$ cat config.mk
export PLATFORM = sky130hd
export DESIGN_NAME = ic_fill_ctrl
export DESIGN_NICKNAME = d
export VERILOG_FILES = /design/src/rtl/ic_fill_ctrl.sv
export SDC_FILE = /design/constraint.sdc
export NUM_CORES = 1
export LEC_CHECK = 0
export BUFFER_PORTS_ARGS = -buffer_cell sky130_fd_sc_hd__buf_2
export CORE_MARGIN = 10
export CORE_UTILIZATION = 40
export CTS_BUF_LIST = sky130_fd_sc_hd__clkbuf_4 sky130_fd_sc_hd__clkbuf_8
export CTS_CLUSTER_SIZE = 30
export DETAILED_ROUTE_END_ITERATION = 6
export PLACE_DENSITY = 0.89
export SYNTH_ARGS = -nofsm -noshare
export SYNTH_HDL_FRONTEND = slang
export SYNTH_SLANG_ARGS = --single-unit
$ cat constraint.sdc
create_clock -name clk_i -period 1.6 [get_ports clk_i]
set_input_delay 0.08 -clock clk_i [delete_from_list [all_inputs] [get_ports clk_i]]
set_output_delay 0.08 -clock clk_i [all_outputs]
set_load 0.01 [all_outputs]
$ cat src/rtl/ic_fill_ctrl.sv
// Instruction-cache refill controller.
// Issues one burst per miss, writes returned words into the cache data array,
// holds off line replacement while a line is partially written, and drains
// the owed burst when a flush/redirect arrives mid-fill.
// Optional build macro ICF_CRIT_WORD_FIRST_EN: critical-word-first wrap-order
// burst with an early-restart pulse on the first written beat.
module ic_fill_ctrl #(
  parameter int BLOCK_WORDS = 4,
  parameter int ADDR_W      = 32
) (
  input  logic                           clk_i,
  input  logic                           rst_n_i,
  input  logic                           miss_i,
  input  logic [ADDR_W-1:0]              miss_addr_i,
  input  logic                           flush_i,
  output logic                           mem_req_o,
  output logic [ADDR_W-1:0]              mem_addr_o,
  input  logic                           mem_gnt_i,
  input  logic                           mem_rvalid_i,
  input  logic [31:0]                    mem_rdata_i,
  output logic                           fill_we_o,
  output logic [$clog2(BLOCK_WORDS)-1:0] fill_idx_o,
  output logic [31:0]                    fill_data_o,
  output logic [ADDR_W-1:0]              fill_tag_addr_o,
  output logic                           busy_o,
  output logic                           done_o,
  output logic                           crit_valid_o,
  output logic                           ic_repl_permit_o
);

  localparam int IDX_W = $clog2(BLOCK_WORDS);
  localparam logic [ADDR_W-1:0] BLK_MASK = {ADDR_W{1'b1}} << (IDX_W + 2);
`ifdef ICF_CRIT_WORD_FIRST_EN
  // Keep the word offset: the burst starts at the missing word.
  localparam logic [ADDR_W-1:0] LATCH_MASK = {ADDR_W{1'b1}} << 2;
`else
  localparam logic [ADDR_W-1:0] LATCH_MASK = BLK_MASK;
`endif

  typedef enum logic [2:0] {
    IDLE  = 3'd0,
    REQ   = 3'd1,
    BEAT  = 3'd2,
    DRAIN = 3'd3,
    DONE  = 3'd4
  } state_t;

  state_t            state_q, state_d;
  logic [ADDR_W-1:0] addr_q, addr_d;
  logic [IDX_W-1:0]  idx_q, idx_d;   // word index of the next beat
  logic [IDX_W-1:0]  cnt_q, cnt_d;   // beats consumed so far in this burst
  logic [IDX_W-1:0]  start_idx;
  logic              beat_last;

`ifdef ICF_CRIT_WORD_FIRST_EN
  assign start_idx = addr_q[IDX_W+1:2];
`else
  assign start_idx = '0;
`endif

  assign beat_last = (cnt_q == IDX_W'(BLOCK_WORDS - 1));

  // Next-state, address latch and beat bookkeeping.
  always_comb begin
    state_d = state_q;
    addr_d  = addr_q;
    idx_d   = idx_q;
    cnt_d   = cnt_q;
    unique case (state_q)
      IDLE: begin
        // A miss coinciding with a flush belongs to the squashed path.
        if (miss_i && !flush_i) begin
          addr_d  = miss_addr_i & LATCH_MASK;
          state_d = REQ;
        end
      end
      REQ: begin
        if (mem_gnt_i) begin
          idx_d   = start_idx;
          cnt_d   = '0;
          // Once granted, the full burst is owed even if fetch redirected.
          state_d = flush_i ? DRAIN : BEAT;
        end else if (flush_i) begin
          state_d = IDLE;
        end
      end
      BEAT: begin
        if (mem_rvalid_i) begin
          idx_d = idx_q + IDX_W'(1);
          cnt_d = cnt_q + IDX_W'(1);
          if (beat_last) begin
            state_d = flush_i ? IDLE : DONE;
          end else if (flush_i) begin
            state_d = DRAIN;
          end
        end else if (flush_i) begin
          state_d = DRAIN;
        end
      end
      DRAIN: begin
        if (mem_rvalid_i) begin
          idx_d = idx_q + IDX_W'(1);
          cnt_d = cnt_q + IDX_W'(1);
          if (beat_last) begin
            state_d = IDLE;
          end
        end
      end
      DONE: begin
        // Fetch re-presents any miss once we are back in IDLE.
        state_d = IDLE;
      end
      default: begin
        state_d = IDLE;
      end
    endcase
  end

  // State and datapath registers with asynchronous reset.
  always_ff @(posedge clk_i or negedge rst_n_i) begin
    if (!rst_n_i) begin
      state_q <= IDLE;
      addr_q  <= '0;
      idx_q   <= '0;
      cnt_q   <= '0;
    end else begin
      state_q <= state_d;
      addr_q  <= addr_d;
      idx_q   <= idx_d;
      cnt_q   <= cnt_d;
    end
  end

  assign mem_req_o        = (state_q == REQ);
  assign mem_addr_o       = addr_q;
  assign fill_tag_addr_o  = addr_q & BLK_MASK;
  assign busy_o           = (state_q != IDLE);
  assign done_o           = (state_q == DONE);
  assign ic_repl_permit_o = (state_q == IDLE) || (state_q == DONE);

  // A beat that arrives with a flush is consumed but never written.
  assign fill_we_o   = (state_q == BEAT) && mem_rvalid_i && !flush_i;
  assign fill_idx_o  = idx_q;
  assign fill_data_o = mem_rdata_i;

`ifdef ICF_CRIT_WORD_FIRST_EN
  assign crit_valid_o = fill_we_o && (cnt_q == '0);
`else
  assign crit_valid_o = done_o;
`endif

endmodule

# Word level (Yosys, flattened, before mapping)
# Cells that the tools add are included.
# word_totals
ff_bits	35
output_inout_bits	104
# classes
n_addsub	2
n_eq_ne	11
n_mux	16
n_reduce_logical	12
# ops
op	n
3-bit 2-to-1 mux	9
3-bit one-hot mux with 4 select lines	1
2-bit one-hot mux with 2 select lines	2
3-bit by 2-bit == test with 1-bit output, second input constant	2
2-bit 2-to-1 mux	3
2-bit != test, second input constant	3
2-bit by 1-bit adder with 2-bit output, second input constant	2
2-bit by 1-bit != test with 1-bit output, second input constant	2
4-bit AND reduction	1
3-bit by 1-bit == test with 1-bit output, second input constant	1
3-bit == test, second input constant	1
1-bit logical AND	3
3-bit zero test	1
3-bit by 2-bit != test with 1-bit output, second input constant	1
3-bit AND reduction	1
3-bit nonzero test	1
2-bit == test, second input constant	1
2-bit AND reduction	1
2-bit nonzero test	1
2-bit OR reduction	1
1-bit zero test	1
1-bit logical OR	1
1-bit 2-to-1 mux	1

# Logic depth before layout (Yosys ltp)
# depth
word_depth	4
mapped_depth	5
depth_no_buf	4

# Worst setup path before layout
# No wires, ideal clock.
# synth_timing
path_kind	register -> register
startpoint	reg state_q[2]
endpoint	reg addr_q[10], in the netlist mem_addr_o[10]
setup_ns	0.125
arrival_ns	1.185
path_slack_ns	0.290
stages_incl_launch_ff	6
path_buffers	2
period_less_slack_ns	1.310
path_cell_list	dfrtp_1 buf_6 nor2_4 nand3_4 buf_6 mux2_4
# synth_between
elab_chain_len	2
# synth_rtl
element	line	source
start, declared	48	state_t state_q, state_d;
start signal, assigned	127	state_q <= state_d;
3-bit zero test	69	unique case (state_q)
2-bit AND reduction (no source line)	n/a	
end signal, assigned	128	addr_q <= addr_d;
end, declared	49	logic [ADDR_W-1:0] addr_q, addr_d;
# Every way passes these cells.
# A chain may end at the register's enable or synchronous reset.

# Final worst setup path
# layout_timing
startpoint	reg state_q[1]
endpoint	out busy_o
# layout_between
elab_chain_len	1
# layout_rtl
element	line	source
3-bit nonzero test	137	assign busy_o = (state_q != IDLE);
end, declared	25	output logic busy_o,
# Every way passes these cells.

==> flow_summary.ini <==
[finish]
layout-drive-gt1-share = 0.6573
area_growth_pct = 9.518
nets = 283
utilization = 0.4482
num-fill-cells = 519
finalInstanceArea_mm2 = 0.002275
diodes = 0

[setup_path]
endpoint_kind = output pin
crit_type = flip-flop to output pin
cp-start-kind = flip-flop
required_ns = 1.52
r2r-end = mem_addr_o[4]
worstPathMaxFanout = 10
rrSetupSlack_ns = 0.19
rr_startpoint = state_q[0]
rr_worst_depth = 4
cp.arrival_ns = 1.35

[placed_design]
placed_cell_area_mm2 = 0.002147
place.gp.congestion = 0.8160
portBuffers = 97
hpwlAfterDp_um = 3561

[min_path]
holdPathEnd = mem_addr_o[30]
hold_path.class = input port to flip-flop
hold_depth = 2
worstHoldStart = miss_addr_i[30]

[clock_tree]
cts_htree_levels = 2
clockBufferDepth = 2
clock_sinks = 35
cts_setup_buffers = 0
cts_tree = done
root_buffer = clkbuf_8
cts-buffers-inserted = 5
path_clk_slew_ns = 0.07
clk_latency_ns = 0.28
holdBufCountCts = 1
cts-resized-gates = 0

[global_route]
grt_first_pass_wirelength_um = 6893
antenna_found_initial = 0
grtUsageTotal = 0.09839
grt_remaining_overflow = 0
grt_pass1_vias = 1357
grt_start_max_net_pins = 36

[die]
rows = 26
die_area_mm2 = 0.008475
die_h_um = 92.06
coreArea_mm2 = 0.005075
start_util = 0.4093
io_pins = 174
die_w_um = 92.06

[power]
internal_power_mw = 2.839
p_clk_frac = 0.185
switching_share = 0.3517
irDropWorstVdd_mv = 0.6132
power_mw = 4.380
switching_power_mw = 1.540
p_per_area_mw_per_mm2 = 1925
combPwrFrac = 0.448
leakagePower_nw = 1.294
pwr-share-seq = 0.367

[timing]
period_share = 0.8955
finalMaxSlewViolations = 0
fin_tns_setup_ns = 0
rsz0062_at_grt = false
setup_viol = 0
finClkSkew_ns = 0.002623
max_freq_mhz = 698.0
hold-worst-slack_ns = 0.02750
fin_crit_ns = 1.433
hold_viol = 0
maxSlewHeadroom = 0.4932
worstMarginPinSlew_ns = 0.7602

[logic_synthesis]
synth_common_cells = buf_4, dfrtp_1, mux2_4
syn_avg_cell_area_um2 = 12.15
yosys-top-cells-area = dfrtp_1, buf_4, mux2_4
syn_area_mm2 = 0.002077
synth-edff-count = 0
async_flop_share = 1.000
ys_warn_count = 0
synth-xor-area-share = 0
synth-compound-area-share = 0.03494
synth.top_cell.area_share = 0.4217
synth_most_common_cell = buf_4
synth-simple-area-share = 0.05904
synth_seq_cells = 35
synthMuxAreaShare = 0.2030
synthAdderAreaFrac = 0.006024
ys_seq_area_frac = 0.4217
ys.flop_type = dfrtp_1
ys_types = 27
synthCells = 171
synth_top_family_by_area = buffers and inverters
netlist.top_cell.by_area = dfrtp_1

[flow_run]
maxCapViolations = 0

[run_status]
status = finished clean

[routing]
avgViaCountPerCell = 4.403
drt_wl_total_um = 4368
vias = 1246
ant_nets = 0
wl_per_cell_um = 15.43
drt-initial-drc-count = 8
first_pass_iters = 4
drc = 0
==> per-stage QoR <==
step	setup WS, ns	cells
CTS	0.1486	283
global placement	0.1989	274
floorplan	0.2902	178
detailed placement	0.1831	274
finish	0.1673	283
global route	0.08063	283
==> how the worst max path moves through the flow <==
| stage | from | endpoint | slack (ns) | depth (start not counted) |
|---|---|---|---|---|
| finish | state_q[1] | busy_o | 0.17 | 3 |
| global route | state_q[1] | fill_we_o | 0.08 | 4 |
| CTS | state_q[1] | busy_o | 0.15 | 3 |
| detailed placement | state_q[0] | mem_addr_o[8] | 0.18 | 4 |
| global placement | state_q[0] | mem_addr_o[6] | 0.20 | 4 |
| floorplan | state_q[2] | mem_addr_o[10] | 0.29 | 5 |
==> power groups by stage <==
stage	registers (mW)	logic, mW	clock network, mW
2_1_floorplan	1.78	1.46	0
3_3_place_gp	1.60	1.98	0
3_5_place_dp	1.63	2.00	0
4_1_cts	1.61	2.01	0.846
5_1_grt	1.68	2.14	0.878
6_report	1.61	1.96	0.811
==> cell type report <==
type	instances	area, um^2	area share
sequential	35	875.8	0.3850
multi-input combinational	68	659.4	0.2899
timing repair buffer	101	530.5	0.2332
tap	70	87.58	0.03850
clock buffer	6	82.58	0.03630
clock inverter	2	35.03	0.01540
inverter	1	3.754	0.001650
==> state kept, by name, indices dropped and copies added, names as in the netlist <==
name / flops
state_q: 3
cnt_q: 2
mem_addr_o: 28
fill_idx_o: 2
==> worst max-delay path: stages (launching register included) <==
cell and delay (ns):
dfrtp_1 0.41, buf_4 0.18, or3_1 0.34, buf_2 0.15
==> logic make-up after synthesis <==
kind of cell	count (synthesis)
buf+inv	75
flops	35
mux	31
simple gates	19
compound gates	9
fa+ha+maj	1
other cells	1
==> metal layers <==
metal,GRT usage,vias to the layer above,routed length [um]
met5,0,-,0
met4,0.04370,0,98
met3,0.05542,19,565
met2,0.1553,74,2010
met1,0.1056,574,1693
li1,-,579,-
==> cell usage in the layout, fill, tap and decap left out <==
| master | synthesis | layout |
|---|---|---|
| conb_1 | 1 | 8 |
| mux2_2 | 9 | 9 |
| buf_2 | 1 | 97 |
| a21oi_1 | 1 | 1 |
| a311oi_1 | 1 | 1 |
| or3_1 | 1 | 1 |
| nor2b_1 | 1 | 1 |
| buf_4 | 70 | 2 |
| nand2_1 | 3 | 3 |
| o22ai_1 | 1 | 1 |
| and2_1 | 3 | 3 |
| a2111oi_0 | 1 | 1 |
| nor2_4 | 1 | 1 |
| inv_1 | 1 | 1 |
| clkbuf_8 | 0 | 6 |
| a22o_1 | 4 | 4 |
| mux2_4 | 20 | 20 |
| a211o_1 | 1 | 1 |
| buf_12 | 0 | 1 |
| and3_1 | 2 | 2 |
| or2_1 | 1 | 1 |
| nand3_4 | 1 | 1 |
| nor2_2 | 1 | 1 |
| ha_1 | 1 | 1 |
| dfrtp_1 | 35 | 35 |
| mux2i_1 | 2 | 2 |
| dlygate4sd3_1 | 0 | 1 |
| bufinv_16 | 0 | 1 |
| nand2b_1 | 3 | 3 |
| clkinv_2 | 0 | 1 |
| nor2_1 | 2 | 2 |
(Power assumes the default switching activity.)
